$ cat src/rtl/imem_loader.sv
// Byte-stream program loader: packs bytes little-endian into 32-bit words and
// writes them to instruction memory from address 0 while holding the core.
module imem_loader #(
   parameter int ADDR_WIDTH = 10,
   parameter int PC_WIDTH   = 64
) (
   input  logic                clock,
   input  logic                reset_n,
   input  logic                start,
   input  logic [ADDR_WIDTH:0] len_words,
   input  logic                abort,
   input  logic [7:0]          byte_in,
   input  logic                byte_valid,
   output logic                byte_ready,
   output logic                imem_we,
   output logic [PC_WIDTH-1:0] imem_waddr,
   output logic [31:0]         imem_wdata,
   output logic                core_hold,
   output logic                done,
   output logic                error
);

   typedef enum logic [1:0] {
      ST_IDLE,
      ST_LOAD,
      ST_WRITE,
      ST_DONE
   } state_t;

   localparam logic [ADDR_WIDTH:0] CAPACITY = {1'b1, {ADDR_WIDTH{1'b0}}};

   state_t              state;
   state_t              state_next;
   logic [ADDR_WIDTH:0] len_q;
   logic [ADDR_WIDTH:0] word_cnt;
   logic [ADDR_WIDTH:0] word_cnt_inc;
   logic [1:0]          byte_idx;
   logic [31:0]         shift_reg;
   logic                we_q;
   logic                last_word;

   // word_cnt is one bit wider than the word address so a full-capacity load
   // reaches len without wrapping.
   assign word_cnt_inc = word_cnt + (ADDR_WIDTH+1)'(1);
   assign last_word    = (word_cnt_inc == len_q);

   always_ff @(posedge clock or negedge reset_n) begin
      if (!reset_n) begin
         state <= ST_IDLE;
      end else begin
         state <= state_next;
      end
   end

   always_comb begin
      state_next = state;
      case (state)
         ST_IDLE: begin
            if (start) begin
               if (len_words > CAPACITY) begin
                  state_next = ST_IDLE;
               end else if (len_words == '0) begin
                  state_next = ST_DONE;
               end else begin
                  state_next = ST_LOAD;
               end
            end
         end
         ST_LOAD: begin
            if (abort) begin
               state_next = ST_IDLE;
            end else if (byte_valid && (byte_idx == 2'd3)) begin
               state_next = ST_WRITE;
            end
         end
         ST_WRITE: begin
            if (abort) begin
               state_next = ST_IDLE;
            end else if (last_word) begin
               state_next = ST_DONE;
            end else begin
               state_next = ST_LOAD;
            end
         end
         ST_DONE: begin
            state_next = ST_IDLE;
         end
         default: begin
            state_next = ST_IDLE;
         end
      endcase
   end

   // Status outputs are registered from the next state so they track the
   // state register exactly, without decode glitches.
   always_ff @(posedge clock or negedge reset_n) begin
      if (!reset_n) begin
         byte_ready <= 1'b0;
         we_q       <= 1'b0;
         core_hold  <= 1'b0;
         done       <= 1'b0;
      end else begin
         byte_ready <= (state_next == ST_LOAD);
         we_q       <= (state_next == ST_WRITE);
         core_hold  <= (state_next == ST_LOAD) || (state_next == ST_WRITE);
         done       <= (state_next == ST_DONE);
      end
   end

   // An abort arriving during the write cycle must suppress that write.
   assign imem_we = we_q && !abort;

   always_ff @(posedge clock or negedge reset_n) begin
      if (!reset_n) begin
         len_q      <= '0;
         word_cnt   <= '0;
         byte_idx   <= '0;
         shift_reg  <= '0;
         imem_waddr <= '0;
         imem_wdata <= '0;
         error      <= 1'b0;
      end else begin
         case (state)
            ST_IDLE: begin
               if (start) begin
                  if (len_words > CAPACITY) begin
                     error <= 1'b1;
                  end else begin
                     len_q    <= len_words;
                     word_cnt <= '0;
                     byte_idx <= '0;
                     error    <= 1'b0;
                  end
               end
            end
            ST_LOAD: begin
               if (abort) begin
                  error <= 1'b1;
               end else if (byte_valid) begin
                  shift_reg <= {byte_in, shift_reg[31:8]};
                  byte_idx  <= byte_idx + 2'd1;
                  if (byte_idx == 2'd3) begin
                     imem_wdata <= {byte_in, shift_reg[31:8]};
                     imem_waddr <= PC_WIDTH'({word_cnt, 2'b00});
                  end
               end
            end
            ST_WRITE: begin
               if (abort) begin
                  error <= 1'b1;
               end else begin
                  word_cnt <= word_cnt_inc;
                  byte_idx <= '0;
               end
            end
            default: begin
            end
         endcase
      end
   end

endmodule

$ cat config.mk
export PLATFORM = sky130hd
export DESIGN_NAME = imem_loader
export DESIGN_NICKNAME = d
export VERILOG_FILES = /design/src/rtl/imem_loader.sv
export SDC_FILE = /design/constraint.sdc
export NUM_CORES = 1
export LEC_CHECK = 0
export CAP_MARGIN = 20
export CORE_MARGIN = 4
export CORE_UTILIZATION = 35
export DETAILED_ROUTE_END_ITERATION = 7
export GPL_TIMING_DRIVEN = 0
export PLACE_DENSITY = 0.7
export SYNTH_ARGS = -nofsm -noshare
export SYNTH_HDL_FRONTEND = slang
export SYNTH_SLANG_ARGS = --single-unit
$ cat constraint.sdc
create_clock -name clock -period 2.6 [get_ports clock]
set_input_delay 0.39 -clock clock [delete_from_list [all_inputs] [get_ports clock]]
set_output_delay 0.39 -clock clock [all_outputs]
set_load 0.005 [all_outputs]
==> metrics.csv <==
metric;value;unit
status;finished clean;
total CTS buffers;9;
first drt pass iteration count;5;
initial antenna violation count;0;
Setup Skew;0.00450;ns
aggregate global-route resource usage;14.3;%
TritonCTS clock tree;built;
flop2flop setup slack;0.21;ns
Final Hold Fails;0;
Finished Cell Area;6520;um2
final setup margin;0.214;ns
Post-CTS Setup Bufs;0;
clk root buf;clkbuf_16;
worst hold path class;in -> async;
first-pass GRT wire length;18.8;mm
Max Fclk;419;MHz
max_cap viols;0;
clock-pin transition on the worst setup and hold timing paths;0.07;ns
Reg power frac;41.7;%
Post-Layout Cell Count;735;
TNS Setup;0;ns
CP Max Fanout;6;
Die X;128;um
ANT nets after route;0;
CTS H-tree depth;3;
routed wire length;11.4;mm
Synth Cell Area;5030;um2
vias in the first global route;3579;
Mean Syn Cell Area;12.1;um2
RSZ-0062 raised after global routing;false;
Design Power;5.09;mW
DR WL/cell;15.4;um
Combinational Power Share;29.3;%
I/O pin total;125;
Synth async-reset ratio;100;%
die height;128;um
most common cell after layout, fill and taps aside;dfrtp_1;
row cnt;43;
vias per cell;4.74;
most frequent cells in the layout;98 x dfrtp_1, 70 x clkdlybuf4s50_1, 68 x mux2_2;
worst skew pair latency;0.34;ns
Max rail drop VDD;369;uV
Diodes inserted;0;
DP Area;6190;um2
fin nets;584;
max-slew violation count;0;
Post-route DRC;0;
P&R area growth vs syn;29.7;%
placed cell count;719;
clock share of power;29.0;%
CTS Hold Buffers Added;0;
Core Area;14000;um2
CP Launch Type;register;
Worst Max-Slew Pin Slew;0.684;ns
WS Path Type;reg -> reg;
cell count after synthesis;415;
largest net degree at the start of global routing;61;
IO Port Bufs;71;
Initial Util;36.0;%
initial drt markers;180;
Primary FF master, synth;dfrtp_1;
worst-case clock buffer depth;2;
Post-synth EDFFs;0;
switching share of power;30.9;%
fraction of layout instances using a drive strength above 1;30.5;%
Crit path required time;2.84;ns
register area share after synthesis;48.8;%
Final setup violation count;0;
pre-CTS setup slack;-0.0682;ns
Pwr Density;780;nW/um2
Worst slew margin;54.4;%
cell internal pwr;3.51;mW
Final Util;46.6;%
Final min period;2.39;ns
P_sw;1.57;mW
Vias;3486;
synth unique cells;54;
full die area;16400;um2
synth warn;0;
post_cts resized;0;
Worst EP arrival;2.62;ns
total gr overflow;0;
hold slack;0.0184;ns
fin crit share;91.8;%
Synth Register Bits;98;
Placer Congestion;0.832;
crit end category;register;
leakage;3.12;nW
Detailed Place HPWL;8.45;mm
CTS Sinks;98;
max FFs per register;32;
## cell type report
| class | instances | area [um2] |
|---|---|---|
| clock inverter | 6 | 97.6 |
| multi-input combinational | 286 | 2220 |
| inverter | 9 | 33.8 |
| timing repair buffer | 72 | 736 |
| clock buffer | 10 | 239 |
| tap | 180 | 225 |
| fill | 1318 | 7470 |
| buffer | 74 | 514 |
| sequential | 98 | 2450 |
## routing by layer
metal / vias up / wire (um) / track usage, %
li1: 1641 / - / -
met1: 1729 / 4910 / 18.7
met2: 104 / 5630 / 23.6
met3: 12 / 628 / 2.88
met4: 0 / 183 / 5.12
met5: - / 0 / 0
## cell families after synthesis
kind of cell | Yosys count | synth area share, %
buf+inv | 83 | 10.9
compound gates | 57 | 8.41
flops | 98 | 48.8
fa+ha+maj | 10 | 2.49
simple gates | 71 | 8.18
other cells | 1 | 0.0746
xor+xnor | 16 | 2.79
mux | 79 | 18.4
## power by group through the flow
| stage | combinational (mW) | clock (mW) | sequential (mW) |
|---|---|---|---|
| 2_1_floorplan | 1.09 | 0 | 2.06 |
| 3_3_place_gp | 1.44 | 0 | 2.13 |
| 3_5_place_dp | 1.48 | 0 | 2.15 |
| 4_1_cts | 1.50 | 1.52 | 2.12 |
| 5_1_grt | 1.65 | 1.58 | 2.17 |
| 6_report | 1.49 | 1.48 | 2.12 |
## worst paths after layout
kind,start,end,cells past startpoint
max in group asynchronous,reset_n,word_cnt[9],2
worst max-delay path,state[0],core_hold,9
worst max register to register,state[0],core_hold,9
worst min register to register,imem_waddr[5],imem_waddr[5],1
min in group clock,imem_waddr[5],imem_waddr[5],1
worst min-delay path,reset_n,imem_wdata[29],1
## cells in the mapped netlist, types with 2 or more instances
cell type | n | area, um2
ha_1 | 10 | 125
buf_4 | 56 | 420
inv_1 | 9 | 33.8
nor2b_1 | 6 | 37.5
buf_2 | 3 | 15.0
o311ai_1 | 2 | 17.5
o211ai_1 | 3 | 22.5
mux2_4 | 10 | 150
and4_1 | 2 | 17.5
xor2_1 | 6 | 52.6
o22ai_1 | 7 | 43.8
a211oi_1 | 7 | 52.6
nor3_1 | 4 | 20.0
nor3b_1 | 2 | 15.0
a31oi_1 | 5 | 31.3
nor2_1 | 13 | 48.8
a21o_1 | 2 | 15.0
nand2b_1 | 2 | 12.5
buf_6 | 3 | 33.8
clkbuf_1 | 10 | 37.5
a2bb2oi_1 | 2 | 17.5
nand3_1 | 10 | 50.1
or3_1 | 3 | 18.8
nand4_1 | 4 | 25.0
a21oi_1 | 8 | 40.0
buf_1 | 2 | 7.51
nand2_1 | 11 | 41.3
nor4_2 | 3 | 37.5
xnor2_1 | 10 | 87.6
and3_1 | 4 | 25.0
dfrtp_1 | 98 | 2450
o21ai_0 | 8 | 40.0
nor4b_1 | 2 | 17.5
mux2_2 | 68 | 766
## worst max-delay path, stage by stage (launching register included)
cell and delay, ns:
dfrtp_1 0.41, inv_1 0.14, ha_1 0.24, nand2b_1 0.23, a2111oi_4 0.38, nand2_1 0.10
nor4_2 0.32, a21oi_1 0.15, ha_1 0.29, inv_1 0.04
Note: power is estimated with default switching activity, not from simulation.
